$ cat src/rtl/quad_down_counter_pkg.sv
// Shared counter-lab definitions: digit width and countdown FSM encoding.
// Used by the subtract cell, the adder cell and the down counter top.
package quad_down_counter_pkg;

    localparam int DIGIT_W = 2;

    typedef logic [DIGIT_W-1:0] digit_t;

    typedef enum logic [1:0] {
        IDLE    = 2'b00,
        RUN     = 2'b01,
        EXPIRED = 2'b10
    } state_t;

endpackage

$ cat src/rtl/quad_down_counter_if.sv
// Control/status bundle between the down counter and whoever drives it.
// The master loads and enables; the slave reports count and expiry status.
interface quad_down_counter_if #(
    parameter int W = 8
);

    logic         load;
    logic [W-1:0] load_val;
    logic         en;
    logic [W-1:0] count;
    logic         zero;
    logic         expire;
    logic         busy;

    modport master (
        output load, load_val, en,
        input  count, zero, expire, busy
    );

    modport slave (
        input  load, load_val, en,
        output count, zero, expire, busy
    );

endinterface

$ cat src/rtl/quad_down_counter_digit_sub.sv
// Base-4 subtract-with-borrow cell: q = (d - bin) mod 4, bout = (d < bin).
// Gate-level, the subtracting twin of the lab's 2-bit adder cell.
module digit_sub
    import quad_down_counter_pkg::*;
(
    input  digit_t d,
    input  logic   bin,
    output digit_t q,
    output logic   bout
);

    logic nd0;
    logic nd1;
    logic b1;

    not g_n0 (nd0, d[0]);
    not g_n1 (nd1, d[1]);

    xor g_q0 (q[0], d[0], bin);
    and g_b1 (b1, nd0, bin);

    xor g_q1 (q[1], d[1], b1);
    and g_bo (bout, nd1, b1);

endmodule

$ cat src/rtl/quad_down_counter.sv
// Loadable cascaded base-4 down counter with one-shot or periodic reload.
// Expiry is the chain's final borrow-out: only count==0 borrows past the top.
module quad_down_counter
    import quad_down_counter_pkg::*;
#(
    parameter int DIGITS   = 4,
    parameter int PERIODIC = 0
) (
    input logic                clk,
    input logic                reset,
    quad_down_counter_if.slave bus
);

    localparam int W = DIGITS * DIGIT_W;

    state_t         state;
    logic [W-1:0]   cnt;
    logic [W-1:0]   reload;
    logic [W-1:0]   dec;
    logic [DIGITS:0] borrow;
    logic           expire_q;
    logic           busy_q;
    logic           hit;

    assign borrow[0] = 1'b1;

    for (genvar k = 0; k < DIGITS; k++) begin : g_dig
        digit_sub u_sub (
            .d    (cnt[DIGIT_W*k +: DIGIT_W]),
            .bin  (borrow[k]),
            .q    (dec[DIGIT_W*k +: DIGIT_W]),
            .bout (borrow[k+1])
        );
    end

    assign hit = borrow[DIGITS];

    always_ff @(posedge clk or negedge reset) begin
        if (!reset) begin
            state    <= IDLE;
            cnt      <= '0;
            reload   <= '0;
            expire_q <= 1'b0;
            busy_q   <= 1'b0;
        end else if (bus.load) begin
            state    <= RUN;
            cnt      <= bus.load_val;
            reload   <= bus.load_val;
            expire_q <= 1'b0;
            busy_q   <= 1'b1;
        end else begin
            expire_q <= 1'b0;
            unique case (state)
                IDLE: begin
                    busy_q <= 1'b0;
                end
                RUN: begin
                    if (bus.en) begin
                        if (hit) begin
                            expire_q <= 1'b1;
                            if (PERIODIC != 0) begin
                                cnt <= reload;
                            end else begin
                                state  <= EXPIRED;
                                busy_q <= 1'b0;
                            end
                        end else begin
                            cnt <= dec;
                        end
                    end
                end
                EXPIRED: begin
                    busy_q <= 1'b0;
                end
                default: begin
                    state  <= IDLE;
                    busy_q <= 1'b0;
                end
            endcase
        end
    end

    assign bus.count  = cnt;
    assign bus.zero   = (cnt == '0);
    assign bus.expire = expire_q;
    assign bus.busy   = busy_q;

endmodule
$ cat src/flat_wrapper.sv
// flat-port wrapper written by rule: the top's interface ports become plain ports
module quad_down_counter_flat import quad_down_counter_pkg::*;
#(
    parameter int DIGITS   = 4,
    parameter int PERIODIC = 0
)
  (clk, reset, bus_load, bus_load_val, bus_en, bus_count, bus_zero, bus_expire, bus_busy);
  quad_down_counter_if bus_i ();
  input logic clk;
  input logic reset;
  input wire logic [$bits(bus_i.load)-1:0] bus_load;
  input wire logic [$bits(bus_i.load_val)-1:0] bus_load_val;
  input wire logic [$bits(bus_i.en)-1:0] bus_en;
  output wire logic [$bits(bus_i.count)-1:0] bus_count;
  output wire logic [$bits(bus_i.zero)-1:0] bus_zero;
  output wire logic [$bits(bus_i.expire)-1:0] bus_expire;
  output wire logic [$bits(bus_i.busy)-1:0] bus_busy;
  assign bus_i.load = bus_load;
  assign bus_i.load_val = bus_load_val;
  assign bus_i.en = bus_en;
  assign bus_count = bus_i.count;
  assign bus_zero = bus_i.zero;
  assign bus_expire = bus_i.expire;
  assign bus_busy = bus_i.busy;
  quad_down_counter #(.DIGITS(DIGITS), .PERIODIC(PERIODIC)) u_core (.clk(clk), .reset(reset), .bus(bus_i));
endmodule
$ cat config.mk
export PLATFORM = sky130hd
export DESIGN_NAME = quad_down_counter_flat
export DESIGN_NICKNAME = d
export VERILOG_FILES = /design/src/rtl/quad_down_counter_pkg.sv /design/src/rtl/quad_down_counter_if.sv /design/src/rtl/quad_down_counter_digit_sub.sv /design/src/rtl/quad_down_counter.sv /design/src/flat_wrapper.sv
export SDC_FILE = /design/constraint.sdc
export NUM_CORES = 1
export LEC_CHECK = 0
export BUFFER_PORTS_ARGS = -buffer_cell sky130_fd_sc_hd__buf_2
export CAP_MARGIN = 40
export CORE_MARGIN = 2
export CORE_UTILIZATION = 51
export CTS_CLUSTER_DIAMETER = 150
export DETAILED_ROUTE_END_ITERATION = 6
export PLACE_DENSITY = 0.81
export SLEW_MARGIN = 20
export SYNTH_ARGS = -nofsm -noshare
export SYNTH_HDL_FRONTEND = slang
export SYNTH_SLANG_ARGS = --single-unit
$ cat constraint.sdc
create_clock -name clk -period 5.45 [get_ports clk]
set_input_delay 0.8175 -clock clk [delete_from_list [all_inputs] [get_ports clk]]
set_output_delay 0.8175 -clock clk [all_outputs]
set_load 0.005 [all_outputs]
; Yosys cells after proc, flatten, opt, wreduce, memory -nomap -nowiden
; Index checks and enable logic that the tools add are counted.
[totals]
reg_bits = 12
elab_cells = 56
[op_classes]
n_eq_ne = 6
mux = 16
bitwise = 22
n_reduce_logical = 8
[ops]
columns = cell, count
row1 = 8-bit 2-to-1 mux, 4
row2 = 8-bit zero test, 1
row3 = 1-bit 2-to-1 mux, 8
row4 = 1-bit inverter, 8
row5 = 1-bit bitwise AND, 7
row6 = 1-bit XOR, 7
row7 = 2-bit 2-to-1 mux, 3
row8 = 3-bit inequality test (second input constant), 2
row9 = 3-bit AND reduction, 2
row10 = 2-bit one-hot mux with 2 select lines, 1
row11 = 2-bit nonzero test, 2
row12 = 2-bit by 1-bit == test with 1-bit output (second input constant), 1
row13 = 2-bit == test (second input constant), 1
row14 = 2-bit zero test, 1
row15 = 2-bit by 1-bit inequality test with 1-bit output (second input constant), 1
row16 = 2-bit inequality test (second input constant), 1
row17 = 2-bit AND reduction, 1
row18 = 2-bit OR reduction, 1

; Longest topological paths before layout
; Gate-level depths: netlist (run 1).
[depth]
word_depth = 12
mapped_depth = 11
ltp_nobuf = 11

; Cells and area by module
; A second synthesis (run 1) with hierarchy kept.
[unflattened]
cells_unflattened = 66
area_unflattened_um2 = 777.0
[modules_own_cells]
columns = mod, n_inst, cells_per_inst, area_each_um2
row1 = quad_down_counter, 1, 42, 616.8
row2 = digit_sub, 4, 6, 40.0

; Worst setup path after synthesis (run 1)
; Ideal clock, no wire load.
[synth_path]
kind = register to register
startpoint = register u_core.cnt[0], in the netlist u_core.bus.count[0]
endpoint = register u_core.cnt[0], in the netlist u_core.bus.count[0]
t_arrival_ns = 2.212
required_ns = 5.331
slack_ns = 3.119
path_stages_with_launch = 12
synth_period_minus_slack_ns = 2.331
path_cell_list = dfrtp_1 > inv_1 > ha_1 > ha_1 > ha_1 > ha_1 > ha_1 > ha_1 > ha_1 > and4bb_4 > xnor2_1 > o21ai_2
[synth_via]
elab_chain_cells = 10
[synth_lines]
columns = element, line_no
row1 = from (decl), quad_down_counter.sv:17  ; logic [W-1:0] cnt;
row2 = from (signal assigned), quad_down_counter.sv:47  ; cnt <= bus.load_val;
row3 = from (signal assigned), quad_down_counter.sv:62  ; cnt <= reload;
row4 = 1-bit inverter (no source line) (*), n/a
row5 = 1-bit bitwise AND, quad_down_counter_digit_sub.sv:23  ; and g_bo (bout, nd1, b1);
row6 = 1-bit bitwise AND, quad_down_counter_digit_sub.sv:20  ; and g_b1 (b1, nd0, bin);
row7 = 1-bit bitwise AND, quad_down_counter_digit_sub.sv:23
row8 = 1-bit bitwise AND, quad_down_counter_digit_sub.sv:20
row9 = 1-bit bitwise AND, quad_down_counter_digit_sub.sv:23
row10 = 1-bit bitwise AND, quad_down_counter_digit_sub.sv:20
row11 = 1-bit bitwise AND, quad_down_counter_digit_sub.sv:23
row12 = 2-bit inequality test (no source line), n/a
row13 = 3-bit AND reduction (no source line), n/a
; Every way passes the cells marked *; elsewhere a longest branch is shown, timed or not. The select of a mux whose other input is x is not followed.
; A chain may end at the register's enable or synchronous reset.

; Final worst setup path (run 1)
[layout_path]
startpoint = register u_core.cnt[0], in the netlist u_core.bus.count[0]
endpoint = register u_core.cnt[5], in the netlist u_core.bus.count[5]
[layout_via]
elab_chain_cells = 10
[layout_lines]
columns = element, line_no
row1 = 1-bit inverter (no source line) (*), n/a
row2 = 1-bit bitwise AND (*), quad_down_counter_digit_sub.sv:23
row3 = 1-bit bitwise AND (*), quad_down_counter_digit_sub.sv:20
row4 = 1-bit bitwise AND (*), quad_down_counter_digit_sub.sv:23
row5 = 1-bit bitwise AND (*), quad_down_counter_digit_sub.sv:20
row6 = 1-bit bitwise AND or 1-bit XOR (tied branches), "quad_down_counter_digit_sub.sv:23, quad_down_counter_digit_sub.sv:22"
row7 = 1-bit bitwise AND or 8-bit 2-to-1 mux (tied branches), "quad_down_counter_digit_sub.sv:20, quad_down_counter.sv:59"
row8 = 1-bit bitwise AND or 8-bit 2-to-1 mux (tied branches), "quad_down_counter_digit_sub.sv:23, quad_down_counter.sv:58"
row9 = 2-bit inequality test (no source line) or 8-bit 2-to-1 mux (tied branches), n/a
row10 = 3-bit AND reduction (no source line) or 8-bit 2-to-1 mux (tied branches), n/a
; Marks and branches as above.

==> results.md, run 1 <==
* Fmax at 407 MHz
* ANT cells at 0
* TNS Setup at 0 ps
* Fin area at 843 µm²
* Synthesized area at 691 µm²
* Post-synth top area cell: dfrtp_1
* Core Area at 1280 µm²
* Non-filler cells, final at 104
* Total I/O pin count at 23
* Routability cong. at 0.691
* Die Span Y at 40.8 µm
* Resized Gates After CTS at 0
* CTS root buf: clkbuf_4
* Crit path kind: reg -> reg
* Crit share post-route at 0.451
* Dpl cells at 100
* Global-route wire length before repair at 1980 µm
* RSZ-0062 raised after global routing: false
* Detailed-route DRC error count at 0
* Synthesis warning total at 0
* Drt first pass iters at 4
* Fin. max-slew vios at 0
* Routed WL at 1250 µm
* Placed cell area at 807 µm²
* Synth top area cells: dfrtp_1 (43%), mux2i_1 (13%), ha_1 (13%)
* # rows at 13
* Clock Tree Buf Depth at 2
* Vias at 528
* MaxCap Viol Count at 0
* Post-Place Setup Slack at 2990 ps
* Sink Count at 12
* Sw Ratio at 0.317
* WP data required at 5640 ps
* Die Area at 1660 µm²
* Initial DRC count at 5
* P_sw at 0.0866 mW
* Netlist cell types at 19
* Yosys reg bits at 12
* Crit-path slowest cell: dfrtp_1
* Gate Count Post-Synth at 65
* WL/cell at 12.0 µm
* Clk_lat worst skew at 270 ps
* Comb pwr share at 0.320
* H-tree levels at 1
* Hold Path Class: in -> async
* Sequential share of power at 0.422
* Fill cell count at 108
* DP HPWL at 1010 µm
* DR vias/cell at 5.08
* Pwr dens at 324 nW/µm²
* CTS tree: done
* Syn_nets at 84
* Clock-pin slew on the worst setup and hold paths at 80 ps
* Worst VDD drop at 0.174 mV
* Overall routing resource usage at 0.190
* CP endpoint kind: flop
* Avg Cell Area, Syn at 10.6 µm²
* Initial Util at 0.537
* Layout cells sized above 1 at 0.326
* Crit Path Max Fanout at 7
* CP most frequent cell: ha_1
* Area Overhead vs Synth at 22.1%
* Arr. time, crit path at 2650 ps
* Nets at 109
* Vias in the first global route at 490
* Largest net degree at the start of global routing at 20
* CTS Hold Bufs at 0
* Startpoint types: flop
* PnR worst setup slack at 2990 ps
* Synth top area share at 0.435
* Final Hold Viols at 0
* Die Wd at 40.8 µm
* Slew HR at 0.735
* Cts bufs inserted at 3
* Crit path largest cell delay at 380 ps
* Initial antenna violation count at 0
* Final setup fails at 0
* Clock Skews at 3.02 ps
* Status: finished, final reports clean
* PortBufs at 22
* P_int at 0.186 mW
* GRT overflow at 0
* Worst Tran Pin Value at 397 ps
* Setup bufs post-CTS at 0
* Detail Route Antenna Nets at 0
* Sequential area share after synthesis at 0.435
* Cell Chain, Critical Path: inv_1 > ha_1 > ha_1 > ha_1 > ha_1 > ha_1 > ha_1 > ha_1 > and4bb_4 > nor2_8 > mux2i_1
* Clock share of power at 0.258
* Pleak at 0.454 nW
* Fin crit period at 2460 ps
==> sequential cells by signal, summed over array words and instances, names as in the netlist <==
signal,flops
u_core.bus.count,8
u_core.state,2
u_core.bus.busy,1
u_core.bus.expire,1
==> placed cells by master, fill, tap and decap left out, drive strengths merged <==
| cell | instances |
|---|---|
| buf | 22 |
| dfrtp | 12 |
| inv | 10 |
| mux2i | 9 |
| a21oi | 7 |
| ha | 7 |
| nor2 | 7 |
| clkbuf | 4 |
| nand2b | 2 |
| nand4 | 1 |
| nor4 | 1 |
| nand4b | 1 |
| or2 | 1 |
| and4bb | 1 |
| a21o | 1 |
| xnor2 | 1 |
| nand2 | 1 |
| o21ai | 1 |
==> final timing paths <==
check                                          from             endpoint  slack (ps)  depth (start not counted)
worst max register to register  u_core.bus.count[0]  u_core.bus.count[5]        2990                         11
worst max-delay path            u_core.bus.count[0]  u_core.bus.count[5]        2990                         11
worst min register to register      u_core.bus.busy      u_core.bus.busy         480                          1
max in group asynchronous                     reset      u_core.bus.busy        4830                          1
worst min-delay path                          reset  u_core.bus.count[3]         410                          1
min in group clk                    u_core.bus.busy      u_core.bus.busy         480                          1
==> synth_stat cells <==
library cell,number
a21o_1,1
ha_1,7
nand4_1,1
buf_2,1
dfrtp_1,12
nor2_8,1
nor2_1,6
o21ai_2,1
inv_1,10
nand4b_1,1
nand2_1,1
xnor2_1,1
or2_1,1
nor4_1,1
and4bb_4,1
a21oi_1,7
mux2i_1,9
buf_4,1
nand2b_1,2
==> worst max-delay path: cells and delay by family (launching register included) <==
| family | cells | cell delay [ps] |
|---|---|---|
| flip-flops | 1 | 380 |
| multiplexers | 1 | 190 |
| adder cells (fa/ha/maj) | 7 | 1320 |
| AND/OR/NAND/NOR | 2 | 430 |
| buffers and inverters | 1 | 50 |
==> power groups by stage <==
stage	registers, mW	clock network [mW]	logic (mW)
finish	0.115	0.0706	0.0874
global route	0.118	0.0754	0.103
CTS	0.115	0.0726	0.0895
detailed placement	0.117	0	0.0892
global placement	0.116	0	0.0844
floorplan	0.118	0	0.0538
==> metal layers <==
layer | routed length [µm] | vias up | GRT usage
li1 | - | 271 | -
met1 | 524 | 240 | 0.189
met2 | 650 | 13 | 0.352
met3 | 54 | 4 | 0.0326
met4 | 21 | 0 | 0.125
met5 | 0 | - | 0
==> cells by family (layout without fill, tap and decap cells) <==
| family | Yosys count | in the layout | synth area share |
|---|---|---|---|
| and+or+nand+nor | 15 | 15 | 0.149 |
| DFF | 12 | 12 | 0.435 |
| buffers and inverters | 12 | 36 | 0.0725 |
| AOI/OAI and AO/OA | 9 | 9 | 0.0743 |
| muxes | 9 | 9 | 0.130 |
| adders and majority gates | 7 | 7 | 0.127 |
| xor gates and xnor gates | 1 | 1 | 0.0127 |
==> layout make-up <==
type	count	area, µm²	area share
Multi-Input combinational cell	41	340	0.404
Sequential cell	12	300	0.356
Timing Repair Buffer	22	110	0.131
Tap cell	15	18.8	0.0223
Clock buffer	4	36.3	0.0430
Inverter	10	37.5	0.0445
==> metrics by stage <==
stage | hold slack [ps] | utilization | power [mW]
floorplan | 474 | - | 0.172
global placement | 454 | 0.628 | 0.200
detailed placement | 461 | 0.628 | 0.206
CTS | 412 | 0.656 | 0.277
global route | 420 | 0.656 | 0.296
finish | 407 | 0.656 | 0.273
Power figures use the tool's default switching activity.
==> inputs of run 2 (changes only) <==
--- a/config.mk
+++ b/config.mk
@@ -5,13 +5,14 @@
 export SDC_FILE = /design/constraint.sdc
 export NUM_CORES = 1
 export LEC_CHECK = 0
+export ABC_AREA = 1
 export BUFFER_PORTS_ARGS = -buffer_cell sky130_fd_sc_hd__buf_2
 export CAP_MARGIN = 40
 export CORE_MARGIN = 2
-export CORE_UTILIZATION = 51
+export CORE_UTILIZATION = 44
 export CTS_CLUSTER_DIAMETER = 150
 export DETAILED_ROUTE_END_ITERATION = 6
-export PLACE_DENSITY = 0.81
+export PLACE_DENSITY = 0.73
 export SLEW_MARGIN = 20
 export SYNTH_ARGS = -nofsm -noshare
 export SYNTH_HDL_FRONTEND = slang
==> constraint.sdc (replaced) <==
create_clock -name clk -period 2.1 [get_ports clk]
set_input_delay 0.315 -clock clk [delete_from_list [all_inputs] [get_ports clk]]
set_output_delay 0.315 -clock clk [all_outputs]
set_load 0.005 [all_outputs]
==> results.md, run 2 <==
* Status: finished, final reports clean
* Final Hold Viols at 0
* Crit-path slowest cell: dfrtp_1
* Most frequent cells in the layout: nand2_1 (25), buf_2 (22), dfrtp_1 (12)
* Nets at 138
* Cts bufs inserted at 3
* Initial antenna violation count at 0
* Final hold slack at 312 ps
* RSZ-0062 raised after global routing: true
* Largest family of logic cells by synthesized area: simple AND/OR/NAND/NOR gates
* Yosys reg bits at 12
* Largest net degree at the start of global routing at 18
* Flop2flop setup slack at 50 ps
* Drt first pass iters at 4
* Routed WL at 1830 µm
* Detail Route Antenna Nets at 0
* TNS Setup at 0 ps
* Fraction of the mapped netlist area in adder cells at 0.120
* Area Overhead vs Synth at 39.1%
* Register Area at 300 µm²
* Clk_lat worst skew at 290 ps
* Crit path largest cell delay at 380 ps
* Core Area at 1520 µm²
* Sequential area share after synthesis at 0.412
* Post-Place Setup Slack at -82.7 ps
* Initial DRC count at 11
* Hold Path Class: in -> reg
* Synthesized area at 729 µm²
* Netlist cell types at 15
* # rows at 14
* Layout cells sized above 1 at 0.398
* Most instantiated cells after synthesis: nand2_1 (27), dfrtp_1 (12), nand3_1 (11), inv_1 (10), o21ai_1 (9)
* GRT overflow at 0
* WP data required at 2330 ps
* Startpoint types: flop
* Syn_nets at 108
* Setup bufs post-CTS at 0
* Worst VDD drop at 0.375 mV
* Fin. max-slew vios at 0
* ANT cells at 0
* CTS root buf: clkbuf_4
* CP most frequent cell: ha_4
* Ys async rst share at 1.00
* Crit path kind: reg -> reg
* Die Wd at 44.7 µm
* Sink Count at 12
* MaxCap Viol Count at 0
* Clock Tree Buf Depth at 2
* Arr. time, crit path at 2280 ps
* Most frequent cell after synthesis: nand2_1
* Clock Skews at 8.76 ps
* Post-synthesis xor/xnor area fraction at 0
* Post-synth top area cell: dfrtp_1
* CP endpoint kind: flop
* Clock-pin slew on the worst setup and hold paths at 90 ps
* Levels on crit path at 13
* Vias at 698
* Die Area at 2000 µm²
* Overall routing resource usage at 0.194
* Post-synthesis mux area share at 0
* Crit share post-route at 0.977
* EDFF count, synth at 0
* Synth Area in Simple Gates at 0.288
* Commonest non-fill, non-tap cell in the layout: nand2_1
* Fmax at 487 MHz
* CTS tree: done
* Slew HR at 0.801
* H-tree levels at 1
* Synth top area share at 0.412
* Worst Tran Pin Value at 299 ps
* Compound-Gate Fraction of Synth Area at 0.0686
* WL/cell at 13.7 µm
* Vias in the first global route at 640
* Hold-critical path depth at 3
* Ys flop type: dfrtp_1
* Pleak at 0.529 nW
* Max FFs per register at 8
* Fill cell count at 129
* Total I/O pin count at 23
* Initial Util at 0.479
* PnR worst setup slack at 48.0 ps
* Die Span Y at 44.7 µm
* Avg Cell Area, Syn at 8.20 µm²
* Pwr dens at 819 nW/µm²
* Global-route wire length before repair at 2770 µm
* Cell Chain, Critical Path: inv_2 > ha_4 > ha_4 > ha_4 > ha_4 > ha_4 > ha_4 > ha_4 > nor2_4 > nand2_4 > nand2_8 > nand2_2 > nand2_1
* Crit Path Max Fanout at 8
* Share of the core filled with cells at 0.666
* PortBufs at 22
* Synth top area cells: dfrtp_1 (41%), nand2_1 (14%), ha_1 (12%)
* Total power draw at 0.831 mW
* Synthesis warning total at 0
* Gate Count Post-Synth at 89
* DP HPWL at 1190 µm
* Reg2Reg Depth at 13
* Final setup fails at 0
* Multi-input combinational cell area at 460 µm²
* Buffers plus inverters on the worst setup path at 1
* Routability cong. at 0.870
* DR vias/cell at 5.21
* Fin crit period at 2050 ps
* Detailed-route DRC error count at 0
* Crit path max-delay family: adder cells
==> run 2: cells by family (layout without fill, tap and decap cells) <==
| kind of cell | Yosys count | count (layout) |
|---|---|---|
| AO/OA/AOI/OAI | 10 | 10 |
| flip-flops | 12 | 12 |
| buffers and inverters | 15 | 43 |
| adder cells (fa/ha/maj) | 7 | 7 |
| AND/OR/NAND/NOR | 45 | 46 |
==> run 2: power breakdown <==
group / total (mW) / internal (mW) / leakage (nW) / switching [mW]
logic: 0.337 / 0.161 / 0.360 / 0.176
registers: 0.295 / 0.268 / 0.149 / 0.0271
clock network: 0.198 / 0.106 / 0.0210 / 0.0925
==> run 2: path summary, 6_finish.rpt <==
check	startpoint	endpoint
max reg2reg	u_core.bus.count[0]	u_core.bus.count[2]
max	u_core.bus.count[0]	u_core.bus.count[2]
max in group asynchronous	reset	u_core.bus.busy
min reg2reg	u_core.bus.busy	u_core.bus.busy
min	bus_en	u_core.bus.expire
min in group asynchronous	reset	u_core.bus.count[4]
==> run 2: worst min-delay path: cells and delay by family <==
| family | cells | cell delay [ps] |
|---|---|---|
| simple gates | 2 | 140 |
| buf+inv | 1 | 110 |
==> run 2: metrics by stage <==
step	instances	instance area, µm²
6_report	134	1010
5_1_grt	134	1010
4_1_cts	134	973
3_5_place_dp	128	863
3_3_place_gp	128	863
2_1_floorplan	89	737
==> run 2: area by class of cell <==
class | count | share of cell area
multi-input combinational | 63 | 0.454
clock buffer | 4 | 0.0358
sequential | 12 | 0.296
inverter | 12 | 0.0469
tap | 16 | 0.0197
timing repair buffer | 27 | 0.148
==> run 2: what timing repair did <==
item / CTS / global route
pin swaps: 3 / 3
hold buffers: 1 / 0
cloned: 1 / 0
resized for setup: 11 / 6
endpoints found under the hold margin: 12 / 0
setup endpoints to repair: 9 / 8
==> run 2: per-layer routing <==
metal  share of wire  global-route usage  wire [µm]
met3           0.072              0.0400        132
met4           0.016              0.0727         29
met1            0.43               0.269        778
met5               0                   0          0
met2            0.49               0.299        890
==> inputs of run 3 (changes only) <==
--- a/config.mk
+++ b/config.mk
@@ -5,14 +5,13 @@
 export SDC_FILE = /design/constraint.sdc
 export NUM_CORES = 1
 export LEC_CHECK = 0
-export ABC_AREA = 1
 export BUFFER_PORTS_ARGS = -buffer_cell sky130_fd_sc_hd__buf_2
 export CAP_MARGIN = 40
 export CORE_MARGIN = 2
-export CORE_UTILIZATION = 44
+export CORE_UTILIZATION = 43
 export CTS_CLUSTER_DIAMETER = 150
 export DETAILED_ROUTE_END_ITERATION = 6
-export PLACE_DENSITY = 0.73
+export PLACE_DENSITY = 0.72
 export SLEW_MARGIN = 20
 export SYNTH_ARGS = -nofsm -noshare
 export SYNTH_HDL_FRONTEND = slang
==> results.md, run 3 (synthesized netlist as in run 1, its figures left out) <==
* Clock-pin slew on the worst setup and hold paths at 80 ps
* Total I/O pin count at 23
* Fin area at 1000 µm²
* Commonest non-fill, non-tap cell in the layout: buf_2
* Final setup fails at 8
* Hold-critical path depth at 3
* CTS root buf: clkbuf_4
* Hold Path Class: in -> reg
* RSZ-0062 raised after global routing: true
* Arr. time, crit path at 2350 ps
* Detailed-route DRC error count at 0
* WL/cell at 12.8 µm
* Fill cell count at 126
* Flop2flop setup slack at -110 ps
* Overall routing resource usage at 0.171
* Layout cells sized above 1 at 0.485
* Vias in the first global route at 568
* Drt first pass iters at 4
* Worst VDD drop at 0.459 mV
* Final hold slack at 255 ps
* Failing checks: setup timing
* Share of the core filled with cells at 0.664
* RR Startpoint: u_core.bus.count[1]
* Placed cell area at 933 µm²
* Multi-input combinational cell area at 439 µm²
* Startpoint types: flop
* Die Wd at 44.1 µm
* Clock Skews at 7.32 ps
* Area Overhead vs Synth at 44.7%
* Routability cong. at 0.723
* Core Area at 1510 µm²
* MaxCap Viol Count at 0
* PnR worst setup slack at -114 ps
* Cts bufs inserted at 3
* Detail Route Antenna Nets at 0
* PortBufs at 22
* # rows at 14
* Most frequent cells in the layout: buf_2 (22), dfrtp_1 (12), mux2i_1 (9)
* HP Start: bus_load_val[0]
* H-tree levels at 1
* Fmax at 452 MHz
* Crit share post-route at 1.05
* Worst Hold End: u_core.bus.count[0]
* Pleak at 0.492 nW
* Crit Path Max Fanout at 7
* GRT overflow at 0
* Clock Tree Buf Depth at 2
* ANT cells at 0
* Slew HR at 0.721
* Die Area at 1940 µm²
* Reg2Reg Depth at 11
* Fin. max-slew vios at 0
* Routed WL at 1440 µm
* Nets at 118
* WP data required at 2240 ps
* Crit path kind: reg -> reg
* CP endpoint kind: flop
* Fin crit period at 2210 ps
* Sink Count at 12
* CTS tree: done
* Status: finished, violations left
* Initial Util at 0.458
* Largest net degree at the start of global routing at 20
* Initial antenna violation count at 0
* Worst Tran Pin Value at 418 ps
* Initial DRC count at 9
* Register Area at 300 µm²
* Final Hold Viols at 0
* Non-filler cells, final at 113
* Crit Reg-Reg Endpoint: u_core.bus.count[6]
* DP HPWL at 1090 µm
* Clk_lat worst skew at 270 ps
* Pwr dens at 784 nW/µm²
* Max FFs per register at 8
* DR vias/cell at 5.19
* Die Span Y at 44.1 µm
* Vias at 587
* Global-route wire length before repair at 2460 µm
* Dpl cells at 105
==> run 3: cell types whose count changed in the layout (fill, tap and decap cells not counted), sizes merged, moves of 2 or more <==
cell    previous run  this run
o21ai             10         1
mux2i              0         9
a21oi              0         7
inv               12        10
nand2             30         1
buf               26        30
nand2b             0         2
nand3             11         0
nor2               4         7
==> run 3: power breakdown <==
group,internal (mW),switching (mW)
logic,0.181,0.166
registers,0.272,0.0241
clock network,0.0662,0.0741
==> run 3: layout make-up <==
| type | count | share of cell area |
|---|---|---|
| multi-input cells | 41 | 0.439 |
| flip-flops and latches | 12 | 0.300 |
| repair buffers | 31 | 0.180 |
| inverters | 10 | 0.0375 |
| clock buffers | 3 | 0.0225 |
| well taps | 16 | 0.0200 |
==> run 3: worst max path at each step <==
stage,startpoint,to,depth (start not counted)
global route,u_core.bus.count[0],u_core.bus.count[5],11
CTS,u_core.bus.count[1],u_core.bus.count[6],11
global placement,u_core.bus.count[1],u_core.bus.count[6],11
floorplan,u_core.bus.count[0],u_core.bus.count[3],11
detailed placement,u_core.bus.count[1],u_core.bus.count[5],11
finish,u_core.bus.count[1],u_core.bus.count[6],11
==> run 3: per-layer routing <==
metal,track usage,routed length [µm]
met5,0,0
met4,0.0727,12
met3,0.0163,78
met2,0.276,760
met1,0.235,589
==> run 3: repair_timing <==
action,CTS,global route
hold endpoints to repair,12,0
buffers inserted,3,2
pin swaps,4,2
setup endpoints to repair,8,12
hold buffers,1,0
cloned,0,0
gates resized for setup,1,1
==> run 3: per-stage QoR <==
stage,setup TNS [ps],setup WS [ps],power (mW)
global placement,-690,-89.9,0.615
CTS,-819,-112,0.784
finish,-804,-114,0.784
global route,-1300,-176,0.858
floorplan,-944,-121,0.504
detailed placement,-1220,-162,0.626
==> run 3: critical path, stage by stage (launching register included) <==
cell and delay (ps):
dfrtp_1 370, inv_2 60, ha_4 170, ha_4 160
ha_4 150, ha_4 150, ha_4 150, ha_4 150
ha_4 140, and4bb_4 350, nor2_8 70, mux2i_1 140
